File: config.mk
export PLATFORM = sky130hd
export DESIGN_NAME = mem_access
export DESIGN_NICKNAME = d
export VERILOG_FILES = /design/src/rtl/mem_access_pkg.sv /design/src/rtl/mem_load_align.sv /design/src/rtl/mem_access.sv
export SDC_FILE = /design/constraint.sdc
export NUM_CORES = 1
export LEC_CHECK = 0
export BUFFER_PORTS_ARGS = -buffer_cell sky130_fd_sc_hd__buf_4
export CAP_MARGIN = 0
export CORE_ASPECT_RATIO = 1.1
export CORE_UTILIZATION = 52
export CTS_BUF_LIST = sky130_fd_sc_hd__clkbuf_4 sky130_fd_sc_hd__clkbuf_8 sky130_fd_sc_hd__clkbuf_16
export DETAILED_ROUTE_END_ITERATION = 16
export PLACE_DENSITY = 0.82
export SYNTH_ARGS = -nofsm -noshare
export SYNTH_HDL_FRONTEND = slang
export SYNTH_SLANG_ARGS = --single-unit
File: constraint.sdc
create_clock -name i_clk -period 4.35 [get_ports i_clk]
set_input_delay 0.2175 -clock i_clk [delete_from_list [all_inputs] [get_ports i_clk]]
set_output_delay 0.2175 -clock i_clk [all_outputs]
set_load 0.02 [all_outputs]
File: src/rtl/mem_access_pkg.sv
// Shared definitions for the memory-access stage: funct3 encodings,
// FSM state type and the byte-enable width.
package mem_access_pkg;

    // Load encodings
    localparam logic [2:0] LB  = 3'b000;
    localparam logic [2:0] LH  = 3'b001;
    localparam logic [2:0] LW  = 3'b010;
    localparam logic [2:0] LBU = 3'b100;
    localparam logic [2:0] LHU = 3'b101;

    // Store encodings
    localparam logic [2:0] SB  = 3'b000;
    localparam logic [2:0] SH  = 3'b001;
    localparam logic [2:0] SW  = 3'b010;

    localparam int BE_WIDTH = 4;

    typedef enum logic {
        IDLE = 1'b0,
        WAIT = 1'b1
    } state_t;

    // Halfwords need an even address, words need a 4-byte aligned address.
    function automatic logic is_misaligned(input logic [2:0] funct3,
                                           input logic [1:0] addr_lo);
        logic mis;
        case (funct3[1:0])
            2'b01:   mis = addr_lo[0];
            2'b10:   mis = (addr_lo != 2'b00);
            default: mis = 1'b0;
        endcase
        return mis;
    endfunction

endpackage

File: src/rtl/mem_load_align.sv
// Selects the addressed byte/halfword lane of a load word and sign- or
// zero-extends it according to funct3. Purely combinational.
module mem_load_align
    import mem_access_pkg::*;
(
    input  logic [31:0] rdata_i,
    input  logic [1:0]  addr_lo_i,
    input  logic [2:0]  funct3_i,
    output logic [31:0] data_o
);

    logic [31:0] lane;

    // Move the addressed byte down to bit 0
    assign lane = rdata_i >> {addr_lo_i, 3'b000};

    // Width selection and extension
    always_comb begin
        data_o = lane;
        case (funct3_i)
            LB:      data_o = {{24{lane[7]}}, lane[7:0]};
            LH:      data_o = {{16{lane[15]}}, lane[15:0]};
            LW:      data_o = lane;
            LBU:     data_o = {24'h0, lane[7:0]};
            LHU:     data_o = {16'h0, lane[15:0]};
            default: data_o = lane;
        endcase
    end

endmodule

File: src/rtl/mem_access.sv
// Memory-access stage: issues data-memory requests over a req/ack
// handshake, times out unanswered requests, aligns load data and drives
// write-back. Non-memory instructions pass through with one cycle latency.
module mem_access
    import mem_access_pkg::*;
#(
    parameter int DATA_WIDTH     = 32,
    parameter int REG_NUM        = 32,
    parameter int ADDRESS_WIDTH  = 32,
    parameter int TIMEOUT_CYCLES = 64
) (
    input  logic                       i_clk,
    input  logic                       i_rst,
    input  logic                       i_valid,
    input  logic                       i_mem_rd,
    input  logic                       i_mem_wr,
    input  logic [2:0]                 i_funct3,
    input  logic [DATA_WIDTH-1:0]      i_alu_result,
    input  logic [DATA_WIDTH-1:0]      i_rs2_data,
    input  logic                       i_rf_wr_en,
    input  logic [$clog2(REG_NUM)-1:0] i_rf_wr_addr,
    input  logic [ADDRESS_WIDTH-1:0]   i_pc,
    input  logic                       i_ecall,
    output logic                       o_stall,
    output logic                       o_dmem_req,
    output logic                       o_dmem_we,
    output logic [ADDRESS_WIDTH-1:0]   o_dmem_addr,
    output logic [BE_WIDTH-1:0]        o_dmem_be,
    output logic [DATA_WIDTH-1:0]      o_dmem_wdata,
    input  logic                       i_dmem_ack,
    input  logic [DATA_WIDTH-1:0]      i_dmem_rdata,
    output logic                       o_valid,
    output logic                       o_rf_wr_en,
    output logic [$clog2(REG_NUM)-1:0] o_rf_wr_addr,
    output logic [DATA_WIDTH-1:0]      o_rf_wr_data,
    output logic [ADDRESS_WIDTH-1:0]   o_pc,
    output logic                       o_ecall,
    output logic                       o_misaligned,
    output logic                       o_bus_err
);

    localparam int RA_W  = $clog2(REG_NUM);
    localparam int CNT_W = $clog2(TIMEOUT_CYCLES + 1);

    state_t                 state_q, state_d;
    logic [CNT_W-1:0]       cnt_q, cnt_d, cnt_next;
    logic                   req_q, req_d;
    logic                   we_q, we_d;
    logic [ADDRESS_WIDTH-1:0] addr_q, addr_d;
    logic [BE_WIDTH-1:0]    be_q, be_d;
    logic [DATA_WIDTH-1:0]  wdata_q, wdata_d;
    logic [1:0]             lo_q, lo_d;
    logic [2:0]             f3_q, f3_d;
    logic                   cap_wen_q, cap_wen_d;
    logic                   valid_q, valid_d;
    logic                   rf_wr_en_q, rf_wr_en_d;
    logic [RA_W-1:0]        rf_wr_addr_q, rf_wr_addr_d;
    logic [DATA_WIDTH-1:0]  rf_wr_data_q, rf_wr_data_d;
    logic [ADDRESS_WIDTH-1:0] pc_q, pc_d;
    logic                   ecall_q, ecall_d;
    logic                   mis_q, mis_d;
    logic                   berr_q, berr_d;

    logic                   mem_op;
    logic                   mis_now;
    logic [31:0]            load_data;

    assign mem_op   = i_mem_rd | i_mem_wr;
    assign mis_now  = is_misaligned(i_funct3, i_alu_result[1:0]);
    assign cnt_next = cnt_q + 1'b1;

    mem_load_align u_align (
        .rdata_i   (i_dmem_rdata),
        .addr_lo_i (lo_q),
        .funct3_i  (f3_q),
        .data_o    (load_data)
    );

    // Next-state, request and write-back field computation
    always_comb begin
        state_d      = state_q;
        cnt_d        = cnt_q;
        req_d        = req_q;
        we_d         = we_q;
        addr_d       = addr_q;
        be_d         = be_q;
        wdata_d      = wdata_q;
        lo_d         = lo_q;
        f3_d         = f3_q;
        cap_wen_d    = cap_wen_q;
        valid_d      = 1'b0;
        rf_wr_en_d   = 1'b0;
        rf_wr_addr_d = rf_wr_addr_q;
        rf_wr_data_d = rf_wr_data_q;
        pc_d         = pc_q;
        ecall_d      = ecall_q;
        mis_d        = 1'b0;
        berr_d       = 1'b0;
        o_stall      = 1'b0;

        unique case (state_q)
            IDLE: begin
                if (i_valid) begin
                    // rd/pc/ecall are only consumed alongside o_valid, so
                    // loading them at accept time is safe for all paths.
                    rf_wr_addr_d = i_rf_wr_addr;
                    pc_d         = i_pc;
                    ecall_d      = i_ecall;
                    if (!mem_op) begin
                        valid_d      = 1'b1;
                        rf_wr_en_d   = i_rf_wr_en;
                        rf_wr_data_d = i_alu_result;
                    end else if (mis_now) begin
                        // Faulting address is left on the data bus for the trap handler
                        valid_d      = 1'b1;
                        mis_d        = 1'b1;
                        rf_wr_data_d = i_alu_result;
                    end else begin
                        o_stall   = 1'b1;
                        state_d   = WAIT;
                        cnt_d     = '0;
                        req_d     = 1'b1;
                        we_d      = i_mem_wr;
                        addr_d    = {i_alu_result[ADDRESS_WIDTH-1:2], 2'b00};
                        lo_d      = i_alu_result[1:0];
                        f3_d      = i_funct3;
                        cap_wen_d = i_rf_wr_en & i_mem_rd;
                        be_d      = 4'b1111;
                        wdata_d   = '0;
                        if (i_mem_wr) begin
                            case (i_funct3[1:0])
                                2'b00: begin
                                    be_d    = 4'b0001 << i_alu_result[1:0];
                                    wdata_d = {4{i_rs2_data[7:0]}};
                                end
                                2'b01: begin
                                    be_d    = 4'b0011 << i_alu_result[1:0];
                                    wdata_d = {2{i_rs2_data[15:0]}};
                                end
                                default: begin
                                    be_d    = 4'b1111;
                                    wdata_d = i_rs2_data;
                                end
                            endcase
                        end
                    end
                end
            end
            WAIT: begin
                o_stall = 1'b1;
                if (i_dmem_ack) begin
                    state_d    = IDLE;
                    cnt_d      = '0;
                    req_d      = 1'b0;
                    valid_d    = 1'b1;
                    rf_wr_en_d = cap_wen_q;
                    if (!we_q) begin
                        rf_wr_data_d = load_data;
                    end
                end else if (cnt_next == CNT_W'(TIMEOUT_CYCLES)) begin
                    state_d = IDLE;
                    cnt_d   = '0;
                    req_d   = 1'b0;
                    valid_d = 1'b1;
                    berr_d  = 1'b1;
                end else begin
                    cnt_d = cnt_next;
                end
            end
        endcase
    end

    // State and output registers
    always_ff @(posedge i_clk) begin
        if (i_rst) begin
            state_q      <= IDLE;
            cnt_q        <= '0;
            req_q        <= 1'b0;
            we_q         <= 1'b0;
            addr_q       <= '0;
            be_q         <= '0;
            wdata_q      <= '0;
            lo_q         <= '0;
            f3_q         <= '0;
            cap_wen_q    <= 1'b0;
            valid_q      <= 1'b0;
            rf_wr_en_q   <= 1'b0;
            rf_wr_addr_q <= '0;
            rf_wr_data_q <= '0;
            pc_q         <= '0;
            ecall_q      <= 1'b0;
            mis_q        <= 1'b0;
            berr_q       <= 1'b0;
        end else begin
            state_q      <= state_d;
            cnt_q        <= cnt_d;
            req_q        <= req_d;
            we_q         <= we_d;
            addr_q       <= addr_d;
            be_q         <= be_d;
            wdata_q      <= wdata_d;
            lo_q         <= lo_d;
            f3_q         <= f3_d;
            cap_wen_q    <= cap_wen_d;
            valid_q      <= valid_d;
            rf_wr_en_q   <= rf_wr_en_d;
            rf_wr_addr_q <= rf_wr_addr_d;
            rf_wr_data_q <= rf_wr_data_d;
            pc_q         <= pc_d;
            ecall_q      <= ecall_d;
            mis_q        <= mis_d;
            berr_q       <= berr_d;
        end
    end

    assign o_dmem_req   = req_q;
    assign o_dmem_we    = we_q;
    assign o_dmem_addr  = addr_q;
    assign o_dmem_be    = be_q;
    assign o_dmem_wdata = wdata_q;
    assign o_valid      = valid_q;
    assign o_rf_wr_en   = rf_wr_en_q;
    assign o_rf_wr_addr = rf_wr_addr_q;
    assign o_rf_wr_data = rf_wr_data_q;
    assign o_pc         = pc_q;
    assign o_ecall      = ecall_q;
    assign o_misaligned = mis_q;
    assign o_bus_err    = berr_q;

endmodule
Word level (Yosys, flattened, before mapping)
Cells that the tools add are included.

word-level totals
  register bits = 156
  bits in latches = 0
  RAM bits = 0
  bits in read-only memories = 0
  input port bits = 144
  output and inout port bits = 145
  word-level logic and storage cells = 92
  memories = 0

cells by class
  add/subtract/negate cells = 1
  multiply operators = 0
  div/mod/pow operators = 0
  $lt $le $gt $ge = 0
  eq/ne operators = 13
  shift operators = 3
  muxes and demuxes = 41
  bitwise logic cells = 6
  reduce and logical (&&, ||, !) cells = 10

operator list
  cell                                                   number
  2-to-1 mux 32 bit                                      6
  one-hot mux 32 bit (2 select lines)                    2
  one-hot mux 32 bit (4 select lines)                    1
  2-to-1 mux 7 bit                                       5
  right shift 32 x 5 -> 32 bit                           1
  2-to-1 mux 1 bit                                       18
  one-hot mux 7 bit (2 select lines)                     1
  one-hot mux 1 bit (2 select lines)                     6
  AND reduction 4 bit                                    3
  inequality test 2 bit, second input constant           5
  one-hot mux 4 bit (2 select lines)                     1
  adder 7 x 1 -> 7 bit, second input constant            1
  equality test 7 bit, second input constant             1
  equality test 3 bit, second input constant             2
  2-to-1 mux 4 bit                                       1
  inverter 1 bit                                         4
  OR reduction 4 bit                                     1
  << shifter 1 x 2 -> 4 bit, first input constant        1
  << shifter 2 x 2 -> 4 bit, first input constant        1
  equality test 3 x 1 -> 1 bit, second input constant    1
  zero test 3 bit                                        1
  inequality test 3 x 2 -> 1 bit, second input constant  1
  inequality test 3 bit, second input constant           1
  AND reduction 3 bit                                    1
  other kinds (8)                                        8

Longest topological paths before layout
Gate-level depths: netlist of run 1.

  depth in word-level cells = 6
  mapped depth = 10
  depth with buffers taken out = 7

By module
From an unflattened synthesis of run 1, not the netlist that was laid out.

unflattened totals
  cell total of the unflattened synthesis = 867
  area, all modules = 7322.0 sq um

by module, submodules not included
  module          instances  cells an instance  area an instance (sq um)  seq. area each (sq um)
  mem_access      1          760                6627.6                    3123.0
  mem_load_align  1          107                694.4                     0.0

Least setup slack after synthesis of run 1
OpenSTA, ideal clock, no wires.

  path type = input to register
  start = input i_funct3[1]
  end = register wdata_q[24] (netlist: o_dmem_wdata[24])
  setup time = 0.132 ns
  arrival time = 1.798 ns
  required time = 4.218 ns
  path slack = 2.419 ns
  stages = 10
  buffers on the path = 3
  path through = inv_1 > ha_1 > o21a_1 > o21a_1 > or3_1 > clkbuf_1 > buf_4 > buf_2 > nand2_1 > a21oi_1

on the way
  longest elaborated chain between the ends = 4
  elaborated cells on any way between the ends = 8
  those cells by class = 2 x eq/ne; 3 x mux; 1 x bitwise; 2 x reduce/logical

ends and longest elaborated chain
  element                                                              RTL line                                 RTL
  start, declared                                                      mem_access.sv:17                         input logic [2:0] i_funct3,
  equality test 2 bit or equality test 2 x 1 -> 1 bit (tied branches)  mem_access_pkg.sv:28, mem_access.sv:131
  one-hot mux 1 bit (2 select lines)                                   mem_access_pkg.sv:28                     case (funct3[1:0])
  inverter 1 bit (no line)                                             -
  AND reduction 4 bit (no line)                                        -
  end signal, assigned                                                 mem_access.sv:201                        wdata_q <= wdata_d;
  end, declared                                                        mem_access.sv:51                         logic [DATA_WIDTH-1:0] wdata_q, wdata_d;

Parallel ways exist; a longest one is shown, timed or not.
A chain may end at the register's enable or synchronous reset.

Final worst setup path of run 1
  start = register state_q
  end = register rf_wr_data_q[26] (netlist: o_rf_wr_data[26])

on the way
  longest elaborated chain between the ends = 3
  elaborated cells on any way between the ends = 7
  those cells by class = 4 x eq/ne; 1 x mux; 1 x bitwise; 1 x reduce/logical

ends and longest elaborated chain
  element                                                                   RTL line           RTL
  start, declared                                                           mem_access.sv:45   state_t state_q, state_d;
  start signal, assigned                                                    mem_access.sv:195  state_q <= state_d;
  inverter 1 bit (no line)                                                  -
  inequality test 3 bit (no line) or inequality test 2 bit (tied branches)  -
  AND reduction 4 bit (no line)                                             -
  end signal, assigned                                                      mem_access.sv:208  rf_wr_data_q <= rf_wr_data_d;
  end, declared                                                             mem_access.sv:58   logic [DATA_WIDTH-1:0] rf_wr_data_q, rf_wr_data_d;

Parallel ways exist; a longest one is shown, timed or not.

==> reports/results.txt, run 1 <==
IR drop worst, VDD: 0.000260 V
Post-synth EDFFs: 0
Cells after Synth: 819
Worst Path Arrival: 3.24 ns
CTS tree: done
Worst Path Max Fanout: 33
area of the multi-input gates: 3280 sq um
P per Cell Area: 409 nW/um^2
Leak Pwr: 4.05 nW
router iterations before antenna repair: 7
via count of the first global-routing pass: 6356
worst r2r dst: o_rf_wr_data[26]
Antenna Cells: 0
CTS resizes: 0
die width: 110 um
TritonCTS Buffers: 17
unrepaired setup endpoints after global routing: no
Setup Total Neg Slack: 0 ns
Layout area overhead: 40.5%
commonest register cell after synthesis: dfxtp_1
Fmax: 341 MHz
crit path kind: reg2reg
Routed WL: 20700 um
nets@finish: 1211
Mean Syn Cell Area: 8.21 sq um
R2R cell count: 5
Post-Syn Area: 6730 sq um
gr usage total: 30.3%
Worst setup startpoint: state_q
share of cells above drive strength 1: 32.4%
Seq/Total Area, Yosys: 46.4%
capture point of the critical path: o_rf_wr_data[26]
minimum clock period: 2.93 ns
via count: 6915
CORE AREA: 12600 sq um
Rows: 43
RD Place Congestion: 0.943
WP data required: 4.66 ns
CP endpoint kind: register
Yosys cell types: 50
DRC Markers: 0
mean number of vias per cell: 5.61
Final Hold Viols: 0
IO Pins: 289
hold slack final: 0.0391 ns
worst slew pin tran: 1.13 ns
die area: 13400 sq um
global-route wire length before repair: 32500 um
postcts setup bufs: 0
synth warn: 0
hpwl dp: 14500 um
Clock Pin Slew Worst Setup and Hold Paths: 0.06 ns
Max-Cap Viols: 0
CTS hold repair buffers: 0
Worst R2R Setup Slack: 1.42 ns
initial antenna violation count: 0
grt total ovfl: 0
Final Cycle Share: 67.4%
fin. max-slew vios: 0
DRT iter0 DRCs: 678
starting density of the core: 53.4%
CTS max path bufs: 2
Critical Path Source Type: register
Slew headroom: 24.5%
Worst Skew: 0.00485 ns
share of async-settable or async-resettable flops after synthesis: 0%
endpoints failing setup: 0
largest net degree at the start of global routing: 108
Root Buffer: clkbuf_16
R2R Path Start: state_q
Reg area: 3120 sq um
Fill cells: 1011
status: finished, final reports clean
clock net sink count: 156
worst hold path class: in2reg
H-tree Lvls: 4
Skew-Pair Late Insertion Delay: 0.42 ns
Final ANT Viol Nets: 0
DR WL/cell: 16.8 um
Seq cells post-synth: 156
port bufs: 286
Die Y: 121 um
==> routing by layer <==
metal	track usage, %	part of all wire (%)	vias up
li1	-	-	3353
met1	37.0	40	3160
met2	49.5	48	344
met3	7.94	8.0	58
met4	15.4	3.9	0
met5	0	0	-
==> layout by cell type, fill, tap and decap left out, types with 3 or more instances in the layout <==
| master | synthesis | routed |
|---|---|---|
| buf_4 | 3 | 294 |
| nand2_1 | 187 | 187 |
| dfxtp_1 | 156 | 156 |
| a21oi_1 | 141 | 141 |
| nor2_1 | 55 | 55 |
| a22oi_1 | 28 | 28 |
| mux2i_1 | 25 | 25 |
| o211ai_1 | 19 | 19 |
| clkbuf_16 | 0 | 17 |
| o21ai_0 | 16 | 16 |
| a211oi_1 | 15 | 15 |
| o2bb2ai_1 | 12 | 12 |
| nor2b_1 | 11 | 10 |
| mux2_2 | 9 | 9 |
| a311oi_1 | 7 | 7 |
| inv_1 | 6 | 6 |
| nand2b_1 | 5 | 5 |
| a31oi_1 | 5 | 5 |
| nand4_1 | 4 | 4 |
| nand3_1 | 4 | 4 |
| o2bb2ai_2 | 4 | 4 |
| ha_1 | 4 | 4 |
| nor3_1 | 3 | 3 |
| clkinv_2 | 0 | 3 |
| inv_6 | 0 | 3 |
| bufinv_16 | 0 | 3 |
==> synthesized netlist by cell type, drive strengths merged (2+ instances only) <==
cell / n / area share (%)
o21a: 2 / 0.22
a211oi: 15 / 1.7
a21oi: 141 / 10
o2bb2ai: 16 / 2.5
o211a: 2 / 0.30
nand2b: 5 / 0.47
and3: 2 / 0.19
buf: 26 / 2.2
nand2: 187 / 10
mux2i: 25 / 3.7
dfxtp: 156 / 46
clkbuf: 44 / 2.5
ha: 4 / 0.74
or3: 3 / 0.28
nor2: 56 / 3.2
a22oi: 28 / 3.1
nand3b: 2 / 0.22
a311oi: 7 / 0.91
nand4: 4 / 0.37
nor3: 4 / 0.37
o211ai: 19 / 2.1
mux2: 9 / 1.5
mux4: 2 / 0.67
nand3: 4 / 0.30
nor2b: 11 / 1.0
o21ai: 18 / 1.3
a31oi: 5 / 0.47
inv: 7 / 0.39
nor4: 3 / 0.37
==> registers in the layout (all words and copies together) (netlist names), 2 cells and up <==
name	flops
cnt_q	7
o_pc	32
o_dmem_be	4
f3_q	3
o_dmem_addr	30
o_rf_wr_data	32
o_dmem_wdata	32
o_rf_wr_addr	5
lo_q	2
==> area by class of cell <==
class / count / area share [%]
multi-input cells: 587 / 34.7
flip-flops and latches: 156 / 33.1
repair buffers: 294 / 23.4
clock buffers: 19 / 4.79
well taps: 157 / 2.08
clock inverters: 13 / 1.73
inverters: 7 / 0.278
==> where the power goes <==
group | total (W) | internal (W) | switching [W]
logic | 0.000738 | 0.000315 | 0.000423
clock network | 0.00154 | 0.000937 | 0.000608
registers | 0.00158 | 0.00152 | 0.0000613
total | 0.00387 | 0.00277 | 0.00109
==> logic make-up (layout without fill, tap and decap cells) <==
family	count (synthesis)	after routing	share of synthesized area [%]
and+or+nand+nor	283	283	17.4
other	1	2	0.0558
buffers and inverters	77	333	5.02
DFF	156	156	46.4
AOI/OAI and AO/OA	262	262	24.5
adders and majority gates	4	4	0.744
muxes	36	36	5.90
==> critical path, cell delays in order (launching register included) <==
cell	delay (ns)
dfxtp_1	0.92
nand2_1	0.18
o21ai_1	0.20
o31a_1	0.88
nor2_2	0.39
o2bb2ai_1	0.23
==> worst min path at each step <==
stage	startpoint	end	slack, ns	depth (start not counted)
floorplan	i_dmem_ack	o_bus_err	0.30	1
global placement	o_dmem_wdata[24]	o_dmem_wdata[24]	0.44	2
detailed placement	o_dmem_wdata[8]	o_dmem_wdata[8]	0.45	2
CTS	i_dmem_ack	o_bus_err	0.02	2
global route	i_rf_wr_addr[0]	o_rf_wr_addr[0]	0.02	3
finish	i_rf_wr_addr[0]	o_rf_wr_addr[0]	0.04	3
==> through the flow <==
step | instances | cell area (sq um) | worst slack (ns) | total power [W] | util [%]
5_1_grt | 1233 | 9450 | 1.12 | 0.00401 | 75.1
6_report | 1233 | 9450 | 1.42 | 0.00387 | 75.1
4_1_cts | 1233 | 9450 | 1.42 | 0.00387 | 75.1
2_1_floorplan | 820 | 6730 | 2.42 | 0.00202 | -
3_3_place_gp | 1201 | 8830 | 1.46 | 0.00233 | 70.2
3_5_place_dp | 1201 | 8830 | 1.45 | 0.00234 | 70.2
No activity file was read; power rests on OpenSTA's default activity.
==> run 2, diff against run 1 <==
--- a/config.mk
+++ b/config.mk
@@ -8,10 +8,10 @@
 export BUFFER_PORTS_ARGS = -buffer_cell sky130_fd_sc_hd__buf_4
 export CAP_MARGIN = 0
 export CORE_ASPECT_RATIO = 1.1
-export CORE_UTILIZATION = 52
+export CORE_UTILIZATION = 48
 export CTS_BUF_LIST = sky130_fd_sc_hd__clkbuf_4 sky130_fd_sc_hd__clkbuf_8 sky130_fd_sc_hd__clkbuf_16
 export DETAILED_ROUTE_END_ITERATION = 16
-export PLACE_DENSITY = 0.82
+export PLACE_DENSITY = 0.77
 export SYNTH_ARGS = -nofsm -noshare
 export SYNTH_HDL_FRONTEND = slang
 export SYNTH_SLANG_ARGS = --single-unit
==> constraint.sdc (replaced) <==
create_clock -name i_clk -period 2.7 [get_ports i_clk]
set_input_delay 0.135 -clock i_clk [delete_from_list [all_inputs] [get_ports i_clk]]
set_output_delay 0.135 -clock i_clk [all_outputs]
set_load 0.02 [all_outputs]
==> run 2 against run 1 <==
Effect of this change:
- final area rose by 9.6%
- worst setup slack got worse by 1.1 ns
- sequential share of layout area fell by 2.9 points
- clock power rose by 60%
- global-route usage rose by 0.13 points
- combinational power rose by 79%
- largest power group unchanged
- sequential power rose by 61%
- total power rose by 64%
- core utilization rose by 0.32 points
==> reports/results.txt, run 2 (synthesized netlist as in run 1, its figures left out) <==
status: finished, final reports clean
router iterations before antenna repair: 7
Die Y: 126 um
crit path kind: in2out
postcts setup bufs: 0
TritonCTS Buffers: 17
Leak Pwr: 4.42 nW
clock net sink count: 156
Worst Path Arrival: 2.21 ns
Fill cells: 1028
port bufs: 286
minimum clock period: 2.34 ns
R2R cell count: 4
Seq pwr share: 40.1%
Sw Share: 27.7%
worst path cell trace: dlygate4sd3_1, buf_4, inv_1, ha_1, o21a_1, o21ai_1, a21oi_1, inv_1, buf_4
hpwl dp: 15000 um
endpoints failing setup: 0
mean number of vias per cell: 5.40
critical path buffer and inverter count: 5
slowest cell delay on critical path: 0.53 ns
initial antenna violation count: 0
Critical Path Source Type: input port
Fmax: 426 MHz
Setup Total Neg Slack: 0 ns
DRT iter0 DRCs: 562
Routed WL: 22400 um
die width: 115 um
Clock Pin Slew Worst Setup and Hold Paths: 0.06 ns
commonest non-fill, non-tap cell in the layout: buf_4
global-route wire length before repair: 34600 um
share of cells above drive strength 1: 30.7%
Layout area overhead: 53.9%
Root Buffer: clkbuf_16
H-tree Lvls: 4
grt total ovfl: 0
CORE AREA: 13700 sq um
Final ANT Viol Nets: 0
Gate power share: 20.8%
Rows: 45
Final Cycle Share: 86.8%
WP data required: 2.57 ns
DRC Markers: 0
Final Hold Viols: 0
Layout Utilization: 75.4%
worst slew pin tran: 0.705 ns
CTS max path bufs: 2
gr usage total: 30.5%
Skew-Pair Late Insertion Delay: 0.43 ns
switching power: 0.00176 W
nets@finish: 1300
Antenna Cells: 0
critical path depth: 9
largest net degree at the start of global routing: 51
Worst Skew: 0.0105 ns
CTS tree: done
via count of the first global-routing pass: 6908
DR WL/cell: 16.6 um
cell with the largest stage delay on the worst path: dlygate4sd3_1
fin. max-slew vios: 0
die area: 14500 sq um
IR drop worst, VDD: 0.000423 V
P per Cell Area: 612 nW/um^2
RD Place Congestion: 0.880
Min-Delay Path Depth: 3
CP endpoint kind: output port
Worst Path Max Fanout: 5
Clk pwr share: 39.1%
unrepaired setup endpoints after global routing: no
Int Power: 0.00458 W
Top delay family on crit path: buffers and inverters
most frequent cells in the layout: buf_4 (303), nand2_1 (187), dfxtp_1 (156), a21oi_1 (141), dlygate4sd3_1 (80)
via count: 7308
Max-Cap Viols: 0
worst hold path class: in2reg
IO Pins: 289
starting density of the core: 49.0%
Slew headroom: 53.0%
run 2: cell types whose count changed in the layout (fill, tap and decap cells not counted):
| cell | previous run | this run |
|---|---|---|
| buf_4 | 294 | 303 |
| clkinvlp_4 | 2 | 3 |
| inv_6 | 3 | 0 |
| dlygate4sd3_1 | 0 | 80 |
| clkbuf_4 | 0 | 3 |
| clkinv_2 | 3 | 2 |
run 2: per-stage QoR:
step | std cells | power [W] | instance area [sq um] | hold WS, ns | worst slack, ns
after detailed placement | 1241 | 0.00379 | 8940 | 0.388 | 0.531
after global routing | 1353 | 0.00658 | 10400 | 0.0123 | 0.233
after CTS | 1353 | 0.00635 | 10400 | 0.000915 | 0.391
after global placement | 1241 | 0.00378 | 8940 | 0.383 | 0.575
final | 1353 | 0.00633 | 10400 | 0.00717 | 0.355
after floorplan | 820 | 0.00325 | 6730 | 0.214 | 0.852
run 2: worst reg2reg max path, delay by kind of cell (launching register included):
kind,cells,cell delay [ns]
AOI/OAI and AO/OA,2,0.76
DFF,1,0.59
muxes,1,0.59
and+or+nand+nor,1,0.14
run 2: layout make-up:
type	count	area (sq um)	area share, %
repair buffers	383	3080	29.7
clock inverters	10	140	1.35
inverters	7	26.3	0.254
flip-flops and latches	156	3120	30.2
multi-input cells	587	3280	31.7
clock buffers	22	475	4.59
well taps	188	235	2.27
run 2: layer usage:
layer / global-route usage [%] / share of wire (%)
met3: 8.61 / 8.8
met1: 36.7 / 40
met2: 49.6 / 47
met4: 14.8 / 4.0
met5: 0 / 0
run 2: power groups by stage:
stage	Sequential [W]	Clock, W	Combinational [W]
5_1_grt	0.00256	0.00260	0.00142
3_3_place_gp	0.00258	0	0.00119
2_1_floorplan	0.00274	0	0.000503
6_report	0.00254	0.00247	0.00132
4_1_cts	0.00254	0.00251	0.00130
3_5_place_dp	0.00259	0	0.00120
run 2: worst paths after layout:
path                    startpoint               end  slack (ns)
setup / recovery       i_funct3[0]           o_stall        0.36
hold / removal    i_alu_result[18]   o_dmem_addr[18]       0.007
setup reg to reg           lo_q[1]  o_rf_wr_data[17]        0.54
hold reg to reg   o_dmem_wdata[26]  o_dmem_wdata[26]        0.45
run 2: repair_timing:
| action | 4_1_cts | 5_1_grt |
|---|---|---|
| hold buffers | 80 | 0 |
| hold endpoints to repair | 88 | 0 |
| resized for setup | 0 | 0 |
==> run 3, diff against run 2 <==
--- a/config.mk
+++ b/config.mk
@@ -8,10 +8,12 @@
 export BUFFER_PORTS_ARGS = -buffer_cell sky130_fd_sc_hd__buf_4
 export CAP_MARGIN = 0
 export CORE_ASPECT_RATIO = 1.1
-export CORE_UTILIZATION = 48
+export CORE_UTILIZATION = 49
 export CTS_BUF_LIST = sky130_fd_sc_hd__clkbuf_4 sky130_fd_sc_hd__clkbuf_8 sky130_fd_sc_hd__clkbuf_16
+export CTS_CLUSTER_SIZE = 12
 export DETAILED_ROUTE_END_ITERATION = 16
-export PLACE_DENSITY = 0.77
+export PLACE_DENSITY = 0.76
 export SYNTH_ARGS = -nofsm -noshare
 export SYNTH_HDL_FRONTEND = slang
+export SYNTH_HIERARCHICAL = 1
 export SYNTH_SLANG_ARGS = --single-unit
==> run 3 against run 2 <==
Effect of this change:
- flip-flop and latch count unchanged
- sequential share of layout area decreased by 1.4 points
- global-route usage increased by 0.67 points
- sequential power about the same
- synthesized cell count increased by 5.9%
- count of clock-buffer cells in the layout decreased by 2
- worst setup slack got worse by 0.027 ns
- core utilization decreased by 0.52 points
- combinational power increased by 16%
- critical endpoint is now o_rf_wr_data[9]
==> reports/results.txt, run 3 <==
Routed WL: 24200 um
WP data required: 2.95 ns
IO Pins: 289
endpoints failing setup: 0
largest net degree at the start of global routing: 151
Root Buffer: clkbuf_16
Layout area overhead: 48.3%
count leader, synth: nand2_1
DR WL/cell: 17.5 um
Final Worst Setup Slack: 0.328 ns
Final Hold Viols: 0
H-tree Lvls: 4
P per Cell Area: 629 nW/um^2
Post-synth EDFFs: 0
mean number of vias per cell: 5.52
Cells after Synth: 867
Yosys cell types: 53
TritonCTS Buffers: 17
Setup Total Neg Slack: 0 ns
Seq/Total Area, Yosys: 42.7%
CTS tree: done
via count: 7645
final instance area: 10900 sq um
die width: 119 um
clock net sink count: 156
CP endpoint kind: register
Die Y: 130 um
port bufs: 286
Skew-Pair Late Insertion Delay: 0.42 ns
crit path kind: in2reg
initial antenna violation count: 0
Fill cells: 1051
Clock Pin Slew Worst Setup and Hold Paths: 0.06 ns
share of async-settable or async-resettable flops after synthesis: 0%
CORE AREA: 14500 sq um
most frequent cells in the layout: buf_4 (298), nand2_1 (206), dfxtp_1 (155), a21oi_1 (123), dlygate4sd3_1 (73)
DRC Markers: 0
Worst Skew: 0.00596 ns
via count of the first global-routing pass: 7490
worst slew pin tran: 0.985 ns
Post-Syn Area: 7320 sq um
CTS max path bufs: 2
global-route wire length before repair: 38100 um
synth warn: 6
top cell type's share of synthesized area: 42.7%
Antenna Cells: 0
Final ANT Viol Nets: 0
die area: 15400 sq um
top cells by area, synth: dfxtp_1 (43%), nand2_1 (11%), a21oi_1 (8.4%)
router iterations before antenna repair: 6
Final Cycle Share: 87.8%
Worst setup startpoint: i_funct3[0]
fin. max-slew vios: 0
capture point of the critical path: o_rf_wr_data[9]
Critical Path Source Type: input port
Worst Path Max Fanout: 32
Layout Utilization: 74.9%
Post-DP Area: 9450 sq um
starting density of the core: 50.5%
nets@finish: 1330
hpwl dp: 16000 um
share of cells above drive strength 1: 33.1%
worst hold path class: in2reg
hold slack final: 0.0219 ns
DRT iter0 DRCs: 582
Seq cells post-synth: 156
Mean Syn Cell Area: 8.45 sq um
status: finished, final reports clean
gr usage total: 31.1%
Worst Path Arrival: 2.62 ns
Max-Cap Viols: 0
Rows: 46
commonest cells in the netlist: nand2_1 (206), dfxtp_1 (156), a21oi_1 (123)
R2R Path Start: lo_q[0]
Slew headroom: 34.3%
IR drop worst, VDD: 0.000444 V
commonest non-fill, non-tap cell in the layout: buf_4
R2R cell count: 6
Setup WS pre-CTS: 0.456 ns
Worst R2R Setup Slack: 0.60 ns
minimum clock period: 2.37 ns
Synth area leader: dfxtp_1
worst r2r dst: o_rf_wr_data[21]
commonest register cell after synthesis: dfxtp_1
Fmax: 422 MHz
unrepaired setup endpoints after global routing: no
Leak Pwr: 4.53 nW
grt total ovfl: 0
RD Place Congestion: 0.869
[run 3: cell types whose count changed in the layout (fill, tap and decap cells not counted), moves of 12 or more]
cell       change
nand2_1       +19
a211oi_2      +31
nor3_1        +32
a21oi_1       -18
nand3_1       +19
o2bb2ai_1     -12
a22oi_1       -18
nor2_1        -30
mux2i_1       +27
[run 3: per-layer routing]
layer | global-route usage [%] | vias to the layer above | wire length (um)
met3 | 8.00 | 50 | 1760
li1 | - | 3656 | -
met2 | 54.6 | 354 | 11900
met5 | 0 | - | 0
met4 | 14.2 | 0 | 748
met1 | 35.9 | 3585 | 9780
[run 3: worst max-delay path, cell delays in order]
cell           delay [ns]
dlygate4sd3_1        0.55
buf_4                0.12
inv_1                0.05
ha_1                 0.35
o21ba_1              0.20
a211oi_4             0.23
or2_2                0.80
a211oi_1             0.18
[run 3: timing repair]
item	CTS	global route
buffers inserted	0	0
gates resized for setup	0	0
hold buffers	73	0
endpoints found under the hold margin	73	0
setup endpoints to repair	0	0
[run 3: report_power, final]
| part | switching (W) | total, W | internal, W |
|---|---|---|---|
| Clock | 0.000942 | 0.00274 | 0.00180 |
| Combinational | 0.000853 | 0.00153 | 0.000675 |
| Sequential | 0.0000960 | 0.00256 | 0.00246 |
[run 3: worst min-delay path by stage]
stage	cells past startpoint	from	slack, ns	to
after CTS	3	i_rs2_data[3]	0.0006	o_dmem_wdata[3]
after global routing	3	i_mem_rd	0.01	cap_wen_q
after detailed placement	3	i_rf_wr_addr[1]	0.39	o_rf_wr_addr[1]
final	3	i_rs2_data[3]	0.02	o_dmem_wdata[3]
after global placement	3	i_rf_wr_addr[1]	0.38	o_rf_wr_addr[1]
after floorplan	2	i_funct3[2]	0.27	f3_q[2]
[run 3: through the flow]
stage | power (W) | std cells
6_report | 0.00683 | 1386
5_1_grt | 0.00709 | 1386
4_1_cts | 0.00685 | 1386
3_5_place_dp | 0.00402 | 1282
3_3_place_gp | 0.00400 | 1282
2_1_floorplan | 0.00345 | 868
[run 3: area by class of cell]
type | count | area, sq um | area share (%)
clock buffer | 20 | 467 | 4.30
clock inverter | 11 | 214 | 1.97
inverter | 6 | 22.5 | 0.207
multi-input combinational | 627 | 3760 | 34.6
sequential | 156 | 3120 | 28.8
tap | 192 | 240 | 2.21
timing repair buffer | 374 | 3030 | 27.9
[run 3: cells by family (layout without fill, tap and decap cells)]
group	Yosys count	in the layout	share of synthesized area, %
AO/OA/AOI/OAI	241	241	23.2
adder cells (fa/ha/maj)	4	4	0.684
buffers and inverters	85	411	6.32
flip-flops	156	156	42.7
multiplexers	60	60	8.34
other	1	2	0.0512
AND/OR/NAND/NOR	320	320	18.7
